[config.mk]
export PLATFORM = sky130hd
export DESIGN_NAME = pipeline_sequencer
export DESIGN_NICKNAME = d
export VERILOG_FILES = /design/src/rtl/pipeline_sequencer.sv
export SDC_FILE = /design/constraint.sdc
export NUM_CORES = 1
export LEC_CHECK = 0
export CAP_MARGIN = 20
export CORE_MARGIN = 2
export CORE_UTILIZATION = 37
export DETAILED_ROUTE_END_ITERATION = 10
export MAX_ROUTING_LAYER = met4
export PLACE_DENSITY = 0.94
export SYNTH_ARGS = -nofsm -noshare
export SYNTH_HDL_FRONTEND = slang
export SYNTH_SLANG_ARGS = --single-unit
[constraint.sdc]
create_clock -name clk -period 2.7 [get_ports clk]
set_input_delay 0.405 -clock clk [delete_from_list [all_inputs] [get_ports clk]]
set_output_delay 0.405 -clock clk [all_outputs]
set_load 0.01 [all_outputs]
[src/rtl/pipeline_sequencer.sv]
// Central stall/flush sequencer for the 5-stage RV32 pipeline.
// Define PIPE_SEQ_PERF_CNT_EN to build the stall/flush performance counters.
module pipeline_sequencer #(
  parameter int TIMEOUT_CYCLES = 256,
  parameter int CNT_W          = 32
) (
  input  logic             clk,
  input  logic             reset,
  input  logic             load_use_stall,
  input  logic             branch_taken_ex,
  input  logic             mc_busy,
  input  logic             dmem_req,
  input  logic             dmem_ready,
  input  logic             halt_req,
  input  logic             resume,
  output logic             pc_en,
  output logic             if_id_en,
  output logic             id_ex_en,
  output logic             ex_mem_en,
  output logic             mem_wb_en,
  output logic             if_id_flush,
  output logic             id_ex_flush,
  output logic             ex_mem_flush,
  output logic             mem_wb_flush,
  output logic             halted,
  output logic             mem_timeout,
  output logic [CNT_W-1:0] stall_count,
  output logic [CNT_W-1:0] flush_count
);

  localparam int WAIT_W = $clog2(TIMEOUT_CYCLES);
  localparam logic [WAIT_W-1:0] WAIT_LAST = WAIT_W'(TIMEOUT_CYCLES - 1);

  typedef enum logic [1:0] {
    ST_RUN,
    ST_MEM_WAIT,
    ST_MC_WAIT,
    ST_HALT
  } state_e;

  state_e            state_q, state_d;
  logic [WAIT_W-1:0] waitCnt_q, waitCnt_d;
  logic              memTimeout_q, memTimeout_d;
  logic              haltPend_q, haltPend_d;

  logic memStall;
  logic redirect;
  logic wdFire;

  assign memStall = dmem_req && !dmem_ready;
  assign wdFire   = (state_q == ST_MEM_WAIT) && memStall && (waitCnt_q == WAIT_LAST);

  // Stage controls follow the fixed priority; the wait states only matter for next-state.
  always_comb begin
    pc_en        = 1'b1;
    if_id_en     = 1'b1;
    id_ex_en     = 1'b1;
    ex_mem_en    = 1'b1;
    mem_wb_en    = 1'b1;
    if_id_flush  = 1'b0;
    id_ex_flush  = 1'b0;
    ex_mem_flush = 1'b0;
    mem_wb_flush = 1'b0;
    redirect     = 1'b0;
    if (reset) begin
      pc_en        = 1'b0;
      if_id_en     = 1'b0;
      id_ex_en     = 1'b0;
      ex_mem_en    = 1'b0;
      mem_wb_en    = 1'b0;
      if_id_flush  = 1'b1;
      id_ex_flush  = 1'b1;
      ex_mem_flush = 1'b1;
      mem_wb_flush = 1'b1;
    end else if (state_q == ST_HALT) begin
      pc_en     = 1'b0;
      if_id_en  = 1'b0;
      id_ex_en  = 1'b0;
      ex_mem_en = 1'b0;
      mem_wb_en = 1'b0;
    end else if (memStall) begin
      pc_en        = 1'b0;
      if_id_en     = 1'b0;
      id_ex_en     = 1'b0;
      ex_mem_en    = 1'b0;
      mem_wb_flush = 1'b1;
    end else if (mc_busy) begin
      pc_en        = 1'b0;
      if_id_en     = 1'b0;
      id_ex_en     = 1'b0;
      ex_mem_flush = 1'b1;
    end else if (branch_taken_ex) begin
      if_id_flush = 1'b1;
      id_ex_flush = 1'b1;
      redirect    = 1'b1;
    end else if (load_use_stall) begin
      pc_en       = 1'b0;
      if_id_en    = 1'b0;
      id_ex_flush = 1'b1;
    end
  end

  // A halt request arriving behind an outstanding memory access is remembered until it completes.
  always_comb begin
    state_d      = state_q;
    waitCnt_d    = '0;
    memTimeout_d = memTimeout_q;
    haltPend_d   = haltPend_q;
    if (state_q == ST_HALT) begin
      haltPend_d = 1'b0;
      if (resume && !memTimeout_q) begin
        state_d = ST_RUN;
      end
    end else if (wdFire) begin
      memTimeout_d = 1'b1;
      haltPend_d   = 1'b0;
      state_d      = ST_HALT;
    end else if ((halt_req || haltPend_q) && !memStall) begin
      haltPend_d = 1'b0;
      state_d    = ST_HALT;
    end else if (memStall) begin
      haltPend_d = haltPend_q || halt_req;
      state_d    = ST_MEM_WAIT;
      if (state_q == ST_MEM_WAIT) begin
        waitCnt_d = waitCnt_q + 1'b1;
      end
    end else if (mc_busy) begin
      state_d = ST_MC_WAIT;
    end else begin
      state_d = ST_RUN;
    end
  end

  always_ff @(posedge clk) begin
    if (reset) begin
      state_q      <= ST_RUN;
      waitCnt_q    <= '0;
      memTimeout_q <= 1'b0;
      haltPend_q   <= 1'b0;
    end else begin
      state_q      <= state_d;
      waitCnt_q    <= waitCnt_d;
      memTimeout_q <= memTimeout_d;
      haltPend_q   <= haltPend_d;
    end
  end

  assign halted      = !reset && (state_q == ST_HALT);
  assign mem_timeout = !reset && memTimeout_q;

`ifdef PIPE_SEQ_PERF_CNT_EN
  logic [CNT_W-1:0] stallCnt_q;
  logic [CNT_W-1:0] flushCnt_q;

  // Both counters saturate rather than wrap.
  always_ff @(posedge clk) begin
    if (reset) begin
      stallCnt_q <= '0;
      flushCnt_q <= '0;
    end else begin
      if ((state_q != ST_HALT) && !pc_en && (stallCnt_q != '1)) begin
        stallCnt_q <= stallCnt_q + 1'b1;
      end
      if (redirect && (flushCnt_q != '1)) begin
        flushCnt_q <= flushCnt_q + 1'b1;
      end
    end
  end

  assign stall_count = reset ? '0 : stallCnt_q;
  assign flush_count = reset ? '0 : flushCnt_q;
`else
  assign stall_count = '0;
  assign flush_count = '0;
`endif

endmodule

# Word level (Yosys, flattened, before mapping)
# Cells that the tools add are included.
# Widths: inputs -> output; s select.
dict set report word_totals {
  output_inout_bits 75
  latchBits 0
  word_cells 66
  ram_bits 0
  inputBits 9
  reg_bits 12
  mem_count 0
  mem_bits_ro 0
}
dict set report classes {
  n_addsub 1
  n_mul 0
  n_eq_ne 4
  muxes 39
  bitwise 3
  n_reduce_logical 15
  n_shift 0
  div_mod_pow 0
  n_lt_le_gt_ge 0
}
# operator n
set ops {}
lappend ops {{$mux 1} 33}
lappend ops {{$mux 2} 6}
lappend ops {{$add 8x1->8 const B} 1}
lappend ops {{$eq 8x8->1 const B} 1}
lappend ops {{$logic_and 1x1->1} 7}
lappend ops {{$reduce_or 6->1} 1}
lappend ops {{$logic_not 1->1} 4}
lappend ops {{$reduce_or 4->1} 1}
lappend ops {{$not 1->1} 3}
lappend ops {{$eq 2x1->1 const B} 1}
lappend ops {{$eq 2x2->1 const B} 1}
lappend ops {{$ne 2x1->1 const B} 1}
lappend ops {{$reduce_and 2->1} 1}
lappend ops {{$logic_or 1x1->1} 1}

# Depth between registers and ports, before layout
dict set report depth {
  depth_word 7
  depth_mapped 4
  depth_no_buf 4
}

# Worst setup path after synthesis
# Ideal clock, no wire load.
dict set report synth_timing {
  path_type {input port to output port}
  start {input port reset}
  end {output port pc_en}
  required_ns 2.295
  cell_stages 4
  t_arrival_ns 1.645
  slack_ns 0.650
  path_cell_list {buf_2 nand2b_1 a2111oi_1 buf_4}
}
dict set report synth_between {
  elab_chain_cells 1
}
# item line
set synth_lines {}
lappend synth_lines {{from (decl)} 8} ;# input logic reset,
lappend synth_lines {{$mux 1} -}
lappend synth_lines {{to (decl)} 16} ;# output logic pc_en,
# No other way between the ends.

# Final worst setup path
dict set report layout_timing {
  start {input port dmem_ready}
  end {output port if_id_en}
}
dict set report layout_between {
  elab_chain_cells 5
}
# item line
set layout_lines {}
lappend layout_lines {{from (decl)} 13} ;# input logic dmem_ready,
lappend layout_lines {{$logic_not 1->1} 50} ;# assign memStall = dmem_req && !dmem_ready;
lappend layout_lines {{$logic_and 1x1->1} 50}
lappend layout_lines {{$mux 1} 81} ;# end else if (memStall) begin
lappend layout_lines {{$mux 1} 75} ;# end else if (state_q == ST_HALT) begin
lappend layout_lines {{$mux 1} 65} ;# if (reset) begin
lappend layout_lines {{to (decl)} 17} ;# output logic if_id_en,
# No other way between the ends.

==> results.txt <==
synth top area cells = buf_4 (42%), dfxtp_1 (21%), a31o_2 (2.3%)
Worst R2R Start = waitCnt_q[0]$_SDFF_PP0_
class of the tightest hold or removal check = flip-flop to flip-flop
hold_ws = 0.499 ns
Max Clock Skew = 0.00564 ns
fin crit share = 0.966
outcome = finished, final reports clean
Fin. Hold Viols = 0
Slew Limit Fails = 0
Detailed Place HPWL = 1400 um
Syn Inst Count = 140
count of unique library cells instantiated by Yosys = 37
Leakage = 0.536 nW
Antenna Cells = 0
share of the synthesized area in the top cell type = 0.420
first-pass GRT wire length = 2370 um
CP Cell Sequence = clkdlybuf4s50_1 -> and2b_2 -> a2111oi_1 -> clkdlybuf4s50_1
routed vias/inst = 3.80
core area = 3030 um^2
Worst R2R Setup Slack = 1.29 ns
RD Place Congestion = 0.721
Worst EP arrival = 2.20 ns
RSZ-0062 raised after global routing = false
Iter 0 DRT Violations = 3
CTS Buf Count = 3
gr usage total = 0.0897
initial antenna violation count = 0
Post-synth EDFFs = 0
post-CTS resize count = 0
initial core utilization = 0.383
critical setup path kind = input pin to output pin
number of buffers added on ports = 19
GRT overflow = 0
floorplan row count = 20
Critical Path RT = 2.30 ns
CTS Hold Bufs = 0
WP buf/inv = 2
Power Dens Cells = 366 nW/um^2
slowest cell on the critical path = clkdlybuf4s50_1
total length of routed wires = 1630 um
async set-reset flop share out of synthesis = 0
# H-tree levels = 1
crit path time final = 2.61 ns
height of the die = 60.0 um
worst setup margin = 0.0929 ns
Worst Hold Launch = memTimeout_q$_SDFFE_PP0P_
Skew-Pair Late Insertion Delay = 0.27 ns
worst hold stages = 1
final setup violation count = 0
CP startpoint kind = input pin
wire length per cell = 7.97 um
setup TNS = 0 ns
largest net degree at the start of global routing = 11
fmax = 384 MHz
Ports = 84
die width = 60.0 um
die area = 3600 um^2
Max-cap violations = 0
Clock Pin Slew Worst Setup and Hold Paths = 0.07 ns
#FFs+latches synth = 12
CTS sink count = 12
DRC = 0
CP max FO = 2
vias = 778
crit-path leading delay family = buffers and inverters
synthesized area per cell = 8.29 um^2
Peak VDD IR = 0.000165 V
dominant cell type by area after synthesis = buf_4
TritonCTS clock tree = yes
Reg2Reg Depth = 4
number of global-route vias before repair = 594
register area share after synthesis = 0.207
setup repair bufs after CTS = 0
post-synthesis cell area = 1160 um^2
nets = 172
pre-CTS setup slack = 0.101 ns
Most used DFF post-synth = dfxtp_1
hold path endpoint = memTimeout_q$_SDFFE_PP0P_
most frequent CP cell = clkdlybuf4s50_1
root buffer cell = clkbuf_4
Yosys warning total = 0
reg2reg end = state_q[1]$_SDFFE_PP0P_
first drt pass iteration count = 2
clock buffer depth = 2
Setup crit end kind = output pin
CP max stage delay = 0.63 ns
synthesis-to-layout area growth = 2.69%
share of cells above drive strength 1 = 0.118
ANT nets after route = 0
[flip-flops by register name, indices dropped and copies added, names as in the netlist]
register	flops
waitCnt_q	8
state_q	2
memTimeout_q	1
haltPend_q	1
[cells in the mapped netlist (2+ instances only)]
library cell	n
dfxtp_1	12
inv_1	4
or3_1	4
nor3_1	5
o21ai_0	4
xnor2_1	2
nor2b_1	2
nand2b_1	3
a21oi_1	2
a31o_2	3
nand2_1	3
buf_4	65
nor2_1	6
nand4_1	2
[report_power, final]
group          leakage [nW]  total [mW]  internal (mW)  switching [mW]
Combinational         0.417       0.111         0.0415          0.0698
Clock                0.0210       0.143         0.0819          0.0610
Sequential           0.0974       0.182          0.180         0.00182
Total                 0.536       0.436          0.304           0.133
[cells by family (layout without fill, tap and decap cells)]
kind of cell,Yosys count,in the layout,share of synthesized area
buffers and inverters,72,30,0.451
other,1,64,0.00323
adder cells (fa/ha/maj),1,1,0.0108
AO/OA/AOI/OAI,18,18,0.124
AND/OR/NAND/NOR,34,34,0.189
flip-flops,12,12,0.207
XOR/XNOR,2,2,0.0151
[layout make-up]
class                           count  area, um^2
Multi-Input combinational cell    119         633
Timing Repair Buffer               22         213
Fill cell                         331        1840
Tap cell                           44        55.1
Sequential cell                    12         240
Inverter                            4        15.0
Clock buffer                        4        36.3
[stage by stage]
step                      instances  area (um^2)   util  power (mW)
after global routing            205         1190  0.394       0.458
final                           205         1190  0.394       0.436
after floorplan                 203         1400      -       0.327
after CTS                       205         1190  0.394       0.439
after global placement          201         1160  0.382       0.295
after detailed placement        201         1160  0.382       0.296
[metal layers]
metal  up-vias  routed length (um)  share of wire  global-route usage
met3         2                 141          0.086              0.0238
met2        45                 845           0.52               0.152
met5         -                   0              0                   -
met4         0                  16         0.0098              0.0381
met1       349                 630           0.39              0.0983
li1        382                   -              -                   -
[worst reg2reg max path, cell delays in order, from the launching register on]
cell and delay [ns]:
dfxtp_1 0.40, ha_1 0.24, nand3_2 0.17, nor4_4 0.37, a2bb2oi_2 0.16
[worst max-delay path by stage]
stage | start | to | slack, ns | depth (start not counted)
floorplan | reset | pc_en | 0.65 | 4
global placement | dmem_ready | pc_en | 0.08 | 4
global route | dmem_ready | pc_en | 0.03 | 4
finish | dmem_ready | if_id_en | 0.09 | 4
detailed placement | dmem_ready | pc_en | 0.10 | 4
CTS | dmem_ready | pc_en | 0.08 | 4
[placed cells by master (no fill, tap or decap), drive strengths merged, types with 3 or more instances in the layout]
| master | n |
|---|---|
| conb | 64 |
| clkdlybuf4s50 | 19 |
| dfxtp | 12 |
| nor2 | 6 |
| nor3 | 6 |
| inv | 4 |
| o21ai | 4 |
| or3 | 4 |
| nand2b | 4 |
| clkbuf | 4 |
| nand2 | 3 |
| a31o | 3 |
| buf | 3 |
Note: power is estimated with default switching activity, not from simulation.
